$ cat src/rtl/env_pkg.sv
// Shared types and constants for the covert-channel demonstrator.
// Build option: define ENV_LFSR_EN for LFSR victim selection; otherwise round-robin.
package env_pkg;

  typedef enum logic [2:0] {
    IDLE,
    FLUSH,
    PRIME,
    SEND,
    PROBE,
    DECIDE,
    DONE
  } state_t;

  localparam int LED_BUSY     = 4;
  localparam int LED_DONE     = 5;
  localparam int LED_MATCH    = 6;
  localparam int LED_MISMATCH = 7;

  // Fibonacci taps 8,6,5,4 on an 8-bit register shifted towards the MSB.
  localparam logic [7:0] LFSR_TAPS = 8'hB8;

  // Receiver tags occupy 0..WAYS-1 and sender tags WAYS..2*WAYS-1.
  function automatic int tag_width(input int ways);
    return $clog2(2 * ways);
  endfunction

endpackage

$ cat src/rtl/rand_cache.sv
// WAYS-entry fully-associative tag store with random (ENV_LFSR_EN) or round-robin replacement.
// Hit is combinational for the current access; fills happen on the clock edge.
module rand_cache
  import env_pkg::*;
#(
  parameter int         WAYS      = 8,
  parameter logic [7:0] LFSR_SEED = 8'hA5,
  parameter int         TW        = tag_width(WAYS)
) (
  input  logic          clk,
  input  logic          rst_n,
  input  logic          access,
  input  logic [TW-1:0] tag,
  input  logic          flush,
`ifdef ENV_LFSR_EN
  input  logic          step,
`endif
  output logic          hit
);

  localparam int IW = $clog2(WAYS);

  logic [WAYS-1:0] valid;
  logic [TW-1:0]   tags [WAYS];
  logic            free_found;
  logic [IW-1:0]   free_idx;
  logic [IW-1:0]   victim;
  logic [IW-1:0]   fill_idx;
  logic            fill;

  always_comb begin
    hit = 1'b0;
    for (int i = 0; i < WAYS; i++) begin
      if (valid[i] && tags[i] == tag) hit = 1'b1;
    end
  end

  // Downward scan so the last assignment wins: lowest-index invalid way.
  always_comb begin
    free_found = 1'b0;
    free_idx   = '0;
    for (int i = WAYS - 1; i >= 0; i--) begin
      if (!valid[i]) begin
        free_found = 1'b1;
        free_idx   = IW'(i);
      end
    end
  end

  assign fill     = access && !hit && !flush;
  assign fill_idx = free_found ? free_idx : victim;

  always_ff @(posedge clk or negedge rst_n) begin
    if (!rst_n) begin
      valid <= '0;
      for (int i = 0; i < WAYS; i++) tags[i] <= '0;
    end else if (flush) begin
      valid <= '0;
    end else if (fill) begin
      valid[fill_idx] <= 1'b1;
      tags[fill_idx]  <= tag;
    end
  end

`ifdef ENV_LFSR_EN
  logic [7:0] lfsr;

  always_ff @(posedge clk or negedge rst_n) begin
    if (!rst_n) begin
      lfsr <= LFSR_SEED;
    end else if (step) begin
      lfsr <= {lfsr[6:0], ^(lfsr & LFSR_TAPS)};
    end
  end

  assign victim = lfsr[IW-1:0];
`else
  logic [IW-1:0] rr_ptr;

  always_ff @(posedge clk or negedge rst_n) begin
    if (!rst_n) begin
      rr_ptr <= '0;
    end else if (fill && !free_found) begin
      rr_ptr <= rr_ptr + 1'b1;
    end
  end

  assign victim = rr_ptr;
`endif

endmodule

$ cat src/rtl/covert_environment.sv
// FPGA top: sender/receiver covert channel over a shared cache, one secret bit per round.
// Build option: ENV_LFSR_EN selects LFSR replacement inside rand_cache.
module covert_environment
  import env_pkg::*;
#(
  parameter int         WAYS      = 8,
  parameter logic [7:0] LFSR_SEED = 8'hA5
) (
  input  logic       clk,
  input  logic       PB1,
  input  logic [3:0] Y,
  output logic [7:0] led
);

  localparam int TW = tag_width(WAYS);
  localparam int IW = $clog2(WAYS);

  state_t        state;
  logic [3:0]    secret;
  logic [3:0]    rx;
  logic [3:0]    rx_next;
  logic [1:0]    idx;
  logic [IW-1:0] cnt;
  logic [4:0]    misses;
  logic          last;
  logic          access;
  logic [TW-1:0] tag;
  logic          hit;

  assign last    = (cnt == IW'(WAYS - 1));
  assign rx_next = {rx[2:0], (misses != 5'd0)};
  // Sender tags are the receiver tags with the top bit set.
  assign tag     = {(state == SEND), cnt};
  assign access  = (state == PRIME) || (state == PROBE) ||
                   ((state == SEND) && secret[idx]);

  rand_cache #(
    .WAYS      (WAYS),
    .LFSR_SEED (LFSR_SEED),
    .TW        (TW)
  ) u_cache (
    .clk    (clk),
    .rst_n  (PB1),
    .access (access),
    .tag    (tag),
    .flush  (state == FLUSH),
`ifdef ENV_LFSR_EN
    .step   ((state != IDLE) && (state != DONE)),
`endif
    .hit    (hit)
  );

  always_ff @(posedge clk or negedge PB1) begin
    if (!PB1) begin
      state  <= IDLE;
      secret <= '0;
      rx     <= '0;
      idx    <= '0;
      cnt    <= '0;
      misses <= '0;
      led    <= '0;
    end else begin
      case (state)
        IDLE: begin
          secret        <= Y;
          rx            <= '0;
          idx           <= 2'd3;
          cnt           <= '0;
          misses        <= '0;
          led           <= '0;
          led[LED_BUSY] <= 1'b1;
          state         <= FLUSH;
        end
        FLUSH: begin
          cnt   <= '0;
          state <= PRIME;
        end
        PRIME: begin
          cnt <= last ? '0 : cnt + 1'b1;
          if (last) state <= SEND;
        end
        SEND: begin
          cnt <= last ? '0 : cnt + 1'b1;
          if (last) state <= PROBE;
        end
        PROBE: begin
          if (access && !hit && misses != 5'd31) misses <= misses + 5'd1;
          cnt <= last ? '0 : cnt + 1'b1;
          if (last) state <= DECIDE;
        end
        DECIDE: begin
          rx       <= rx_next;
          misses   <= '0;
          led[3:0] <= rx_next;
          if (idx == 2'd0) begin
            led[LED_BUSY]     <= 1'b0;
            led[LED_DONE]     <= 1'b1;
            led[LED_MATCH]    <= (rx_next == secret);
            led[LED_MISMATCH] <= (rx_next != secret);
            state             <= DONE;
          end else begin
            idx   <= idx - 2'd1;
            state <= FLUSH;
          end
        end
        DONE: state <= DONE;
        default: state <= IDLE;
      endcase
    end
  end

endmodule

$ cat config.mk
export PLATFORM = sky130hd
export DESIGN_NAME = covert_environment
export DESIGN_NICKNAME = d
export VERILOG_FILES = /design/src/rtl/env_pkg.sv /design/src/rtl/rand_cache.sv /design/src/rtl/covert_environment.sv
export SDC_FILE = /design/constraint.sdc
export NUM_CORES = 1
export LEC_CHECK = 0
export BUFFER_PORTS_ARGS = -buffer_cell sky130_fd_sc_hd__buf_2
export CAP_MARGIN = 20
export CORE_ASPECT_RATIO = 0.7
export CORE_MARGIN = 5
export CORE_UTILIZATION = 62
export DETAILED_ROUTE_END_ITERATION = 8
export PLACE_DENSITY = 0.9
export SYNTH_ARGS = -nofsm -noshare
export SYNTH_HDL_FRONTEND = slang
export SYNTH_HIERARCHICAL = 1
export SYNTH_SLANG_ARGS = --single-unit
$ cat constraint.sdc
create_clock -name clk -period 3.3 [get_ports clk]
set_clock_uncertainty 0.2 [all_clocks]
set_input_delay 0.495 -clock clk [delete_from_list [all_inputs] [get_ports clk]]
set_output_delay 0.495 -clock clk [all_outputs]
set_load 0.02 [all_outputs]
==> flow_summary_export.csv, run 1 <==
group,metric,value,unit
outcome,outcome,"completed",
placed_design,place_congestion,0.819,
min_path,hold_path_depth,3,
cts,cts-root-buf,"clkbuf_8",
cts,postCtsSetupBuffers,0,
finish,area_delta_synth_final,7.80,%
logic_synthesis,synthXorXnorAreaFrac,0.0895,
detailed_routing,finalWirelength,7.30,mm
logic_synthesis,synth-seq-cells,68,
critical_path,cp_top_family,"simple AND/OR/NAND/NOR gates",
cts,clk_latency,0.35,ns
cts,cts_tree,"done",
logic_synthesis,syn_area_per_cell,11.9,sq um
global_routing,grt_max_degree,44,
flow_run,drv_cap,0,
global_routing,antenna_found_initial,0,
critical_path,critical_path.max_fanout,20,
sta,hold_slack,0.155,ns
power_and_ir_drop,power-per-cell-area,767,mW/mm^2
global_routing,grt_overflow,0,
logic_synthesis,netlist_area,0.00380,sq mm
sta,hold_viol,0,
sta,fin_setup_tns,0,ns
logic_synthesis,yosysUniqueCellTypes,54,
finish,antennaDiodeCount,0,
logic_synthesis,synth_top_family_by_area,"simple AND/OR/NAND/NOR gates",
cts,clock_sinks,68,
logic_synthesis,synth-main-ff-cell,"dfrtp_1",
logic_synthesis,yosys_warnings,6,
cts,clkSlewWorstSetupHoldPaths,0.07,ns
detailed_routing,dr.pass1.iters,5,
die,die_h,75.5,um
cts,numCtsBuffers,9,
sta,worstMarginPinSlew,0.808,ns
logic_synthesis,synth_top_area_frac,0.447,
finish,fill_cells,386,
critical_path,crit_required,3.33,ns
detailed_routing,drcViolationCount,0,
logic_synthesis,synth_compound_area_frac,0.110,
placed_design,numPortBuffers,13,
placed_design,placed_cells,396,
die,pin_count,14,
critical_path,startpoint,"cnt[0]",
die,core,0.00584,sq mm
critical_path,path_class,"flop to flop",
critical_path,path_cells,"xor2_1 > nor3_1 > a31oi_4 > nand3_1 > inv_1 > nand2_1 > nor2_1 > and3_1 > and3_2 > a211o_1",
cts,clk_path_buf_depth,2,
critical_path,crit_buf_inv,1,
die,dieArea,0.00783,sq mm
die,die_w,104,um
critical_path,crit_path_end_kind,"flop",
logic_synthesis,synth_adder_area_share,0.0257,
logic_synthesis,synth.largest_area_cell,"dfrtp_1",
sta,slew_violations,0,
sta,max_freq,333,MHz
sta,slew_headroom,0.461,
logic_synthesis,muxShareOfSynthArea,0.124,
logic_synthesis,synth-edff-count,0,
sta,finalCritPeriodShare,0.909,
logic_synthesis,synth_nets,332,
logic_synthesis,synth_cells,319,
detailed_routing,routed-via-count,2453,
critical_path,cp-start-kind,"flop",
finish,final_core_utilization,0.702,
detailed_routing,antenna_left,0,
logic_synthesis,synth_sequential_area_ratio,0.447,
finish,final-instance-count-excl-fill,413,
logic_synthesis,synth_most_common_cell,"dfrtp_1",
die,rows,23,
global_routing,grt_util_all_layers,0.203,
finish,final_nets,347,
detailed_routing,drt-vias-per-instance,5.94,
cts,h-tree-depth,3,
die,initial_utilization,0.651,
logic_synthesis,synth_area_leaders,"dfrtp_1 45%, mux2_2 8.0%, xor2_1 4.8%",
placed_design,dp_hpwl,5.19,mm
finish,drive_gt1_frac,0.299,
critical_path,reg2reg_depth,10,
power_and_ir_drop,leakage,1.86,nW
global_routing,grt_pass1_vias,2489,
cts,cts_resized,0,
sta,period_needed,3.00,ns
critical_path,cp.arrival,3.03,ns
critical_path,crit_slowest_cell,"dfrtp_1",
critical_path,cpPeakStageDelay,0.87,ns
logic_synthesis,synthArstFlopShare,1.00,
sta,rsz0062_at_grt,"false",
min_path,min_from,"Y[0]",
critical_path,worstReg2RegStart,"cnt[0]",
global_routing,grt_pass1_wl,12.5,mm
power_and_ir_drop,p_total,3.14,mW
logic_synthesis,yosys.area_share.simple,0.159,
detailed_routing,drt_iter0_drc,167,
sta,setup_viol,0,
logic_synthesis,ys_top_cells_by_count,"68 x dfrtp_1, 29 x nand2_1, 27 x mux2_2, 21 x xor2_1, 16 x xnor2_1",
critical_path,critical_path_depth,10,
power_and_ir_drop,vdd_drop_max,0.390,mV
detailed_routing,avgRoutedWirePerCell,17.7,um
min_path,min_path_type,"input pin to flop",
-- stage by stage --
| stage | setup slack [ns] | instance area (sq um) |
|---|---|---|
| 5_1_grt | 0.135 | 4100 |
| 3_3_place_gp | 0.485 | 3890 |
| 4_1_cts | 0.337 | 4070 |
| 2_1_floorplan | 0.442 | 3800 |
| 6_report | 0.301 | 4100 |
| 3_5_place_dp | 0.355 | 3890 |
-- cell families after synthesis --
kind of cell | Yosys count
AOI/OAI and AO/OA | 48
muxes | 38
xor gates and xnor gates | 38
DFF | 68
adders and majority gates | 8
buffers and inverters | 30
and+or+nand+nor | 89
-- cells in the final DEF (no fill, tap or decap), types with 4 or more instances in the layout --
cell type,Yosys,final
nand2_1,29,29
o21ai_1,7,7
nand3_1,7,7
xnor2_1,16,16
nor4_4,5,5
xor2_1,21,21
nor3_1,6,6
buf_4,5,6
nor2_1,8,8
nor3_2,4,4
o21ai_0,5,5
mux2_4,9,9
dfrtp_1,68,68
a21o_1,6,6
buf_2,7,13
ha_1,7,7
a22o_1,12,12
clkbuf_8,0,10
inv_1,11,11
mux2_2,27,27
-- worst reg2reg max path: stages (launching register included) --
cell and delay (ns):
dfrtp_1 0.87, xor2_1 0.15, nor3_1 0.47, a31oi_4 0.18, nand3_1 0.16, inv_1 0.06, nand2_1 0.07, nor2_1 0.06
and3_1 0.22, and3_2 0.21, a211o_1 0.24
-- final timing paths --
kind	endpoint	slack, ns
max	misses[3]	0.30
min	secret[0]	0.16
max reg2reg	misses[3]	0.30
min reg2reg	led[4]	0.29
max in group asynchronous	u_cache/valid[3]	1.91
min in group asynchronous	led[6]	0.31
-- per-layer routing --
metal  vias to the layer above  GRT usage  wire length, um
met5                         -          0                0
met4                         0     0.0801              132
met3                        14     0.0559              293
met2                        62      0.321             3430
met1                      1224      0.273             3440
li1                       1153          -                -
-- sequential cells by signal, summed over array words and instances (netlist names) --
register,cells
state,3
idx,2
misses,5
cnt,3
u_cache/rr_ptr,3
led,8
secret,4
u_cache/valid,8
u_cache/tags,32
-- timing repair --
item	4_1_cts	5_1_grt
endpoints found under the setup margin	0	0
endpoints found under the hold margin	0	5
hold buffers	0	1
-- final cells by class --
type / instances / area (sq um) / share of cell area
inverters: 13 / 48.8 / 0.0119
multi-input cells: 221 / 1930 / 0.471
clock buffers: 13 / 149 / 0.0363
repair buffers: 21 / 140 / 0.0342
well taps: 75 / 93.8 / 0.0229
clock inverters: 2 / 35.0 / 0.00854
flip-flops and latches: 68 / 1700 / 0.415
-- where the power goes --
part / switching, mW / leakage [nW] / internal [mW]
Clock: 0.294 / 0.0935 / 0.365
Sequential: 0.174 / 0.798 / 1.06
Combinational: 0.624 / 0.969 / 0.631
Total: 1.09 / 1.86 / 2.05
Power figures use the tool's default switching activity.
==> run 2: changes to the inputs <==
- CORE_MARGIN: 5 -> 2
- clock period: 3.3 -> 3.2 ns (I/O delays scaled with it)
==> flow_summary_export.csv, run 2 (synthesized netlist as in run 1, its figures left out) <==
group,metric,value,unit
detailed_routing,antenna_left,0,
finish,final_common_cell,"dfrtp_1",
cts,cts_tree,"done",
detailed_routing,avgRoutedWirePerCell,18.6,um
placed_design,numPortBuffers,13,
critical_path,crit_required,3.23,ns
critical_path,cp-start-kind,"flop",
power_and_ir_drop,power-per-cell-area,796,mW/mm^2
finish,final_nets,347,
global_routing,grt_overflow,0,
cts,cts_hold_buffers,0,
placed_design,dp_slack,0.252,ns
finish,fill_cells,391,
cts,postCtsSetupBuffers,0,
die,dieArea,0.00679,sq mm
cts,numCtsBuffers,9,
global_routing,grt_util_all_layers,0.246,
detailed_routing,finalWirelength,7.66,mm
finish,reg_top3,"u_cache/tags x32, led x8, u_cache/valid x8",
detailed_routing,drt_iter0_drc,200,
critical_path,path_class,"flop to flop",
detailed_routing,routed-via-count,2532,
critical_path,critical_path.max_fanout,19,
critical_path,rrSetupSlack,0.22,ns
sta,period_needed,2.98,ns
finish,fin_area,0.00410,sq mm
cts,cts_resized,0,
cts,clk_path_buf_depth,2,
global_routing,grt_max_degree,36,
placed_design,dpl-instance-area,0.00391,sq mm
sta,slew_headroom,0.479,
finish,largest_reg_flops,32,
sta,max_freq,336,MHz
power_and_ir_drop,leakage,1.86,nW
finish,layout_common_cells,"68 x dfrtp_1, 29 x nand2_1, 27 x mux2_2",
critical_path,crit_path_end_kind,"flop",
cts,cts-root-buf,"clkbuf_8",
sta,setup_viol,0,
cts,clock_sinks,68,
detailed_routing,drcViolationCount,0,
global_routing,antenna_found_initial,0,
outcome,outcome,"completed",
finish,antennaDiodeCount,0,
die,pin_count,14,
placed_design,place_congestion,0.891,
sta,setup_ws,0.220,ns
global_routing,grt_pass1_wl,12.9,mm
finish,area_delta_synth_final,7.89,%
power_and_ir_drop,vdd_drop_max,0.426,mV
sta,rsz0062_at_grt,"false",
die,rows,23,
die,die_h,69.5,um
detailed_routing,dr.pass1.iters,4,
sta,hold_slack,0.00715,ns
detailed_routing,drt-vias-per-instance,6.15,
placed_design,dp_hpwl,5.37,mm
die,die_w,97.6,um
sta,finalCritPeriodShare,0.931,
sta,slew_violations,0,
cts,clk_latency,0.34,ns
global_routing,grt_pass1_vias,2582,
cts,clkSlewWorstSetupHoldPaths,0.07,ns
sta,fin_setup_tns,0,ns
sta,worstMarginPinSlew,0.781,ns
cts,h-tree-depth,3,
critical_path,cp.arrival,3.01,ns
sta,hold_viol,0,
die,initial_utilization,0.654,
min_path,min_path_type,"input pin to async pin",
flow_run,drv_cap,0,
finish,drive_gt1_frac,0.306,
die,core,0.00581,sq mm
finish,regMostFlops,"u_cache/tags",
-- run 2: cell types whose count changed in the layout (fill, tap and decap cells not counted), sizes merged --
cell         before  now
buf              20   21
clkbuf           13   12
dlygate4sd3       1    0
-- run 2: where the power goes --
part / internal (mW) / switching [mW]
sequential: 1.09 / 0.186
combinational: 0.650 / 0.650
clock: 0.393 / 0.299
total: 2.13 / 1.13
-- run 2: final cells by class --
class	instances	area, sq um	area share
tap	75	93.8	0.0229
clock inverter	2	35.0	0.00854
clock buffer	12	155	0.0378
inverter	13	48.8	0.0119
multi-input combinational	221	1930	0.471
timing repair buffer	21	138	0.0335
sequential	68	1700	0.415
-- run 2: stage by stage --
stage / cells / total power, mW / util
after detailed placement: 398 / 2.57 / 0.673
after floorplan: 319 / 2.32 / -
after CTS: 412 / 3.28 / 0.706
final: 412 / 3.27 / 0.706
after global placement: 398 / 2.50 / 0.673
after global routing: 412 / 3.45 / 0.706
-- run 2: critical path, cell delays in order, from the launching register on --
cell	delay [ns]
dfrtp_1	0.85
xor2_1	0.16
nor4_1	0.56
a31oi_4	0.10
nand3_1	0.18
inv_1	0.05
nand2_1	0.06
nor2_1	0.05
and3_1	0.22
and3_2	0.21
a211o_1	0.22
-- run 2: per-layer routing --
| metal | vias to the layer above | share of wire | wire, um | GRT usage |
|---|---|---|---|---|
| li1 | 1152 | - | - | - |
| met3 | 14 | 0.060 | 462 | 0.0706 |
| met1 | 1283 | 0.46 | 3510 | 0.343 |
| met4 | 0 | 0.019 | 142 | 0.102 |
| met5 | - | 0 | 0 | 0 |
| met2 | 83 | 0.46 | 3540 | 0.364 |
-- run 2: worst paths after layout --
path / start / to / cells past startpoint
min reg2reg: led[7] / led[7] / 2
max: cnt[1] / misses[3] / 10
max reg2reg: cnt[1] / misses[3] / 10
min in group clk: Y[3] / secret[3] / 3
max in group asynchronous: PB1 / u_cache/tags[26] / 2
min: PB1 / led[5] / 1
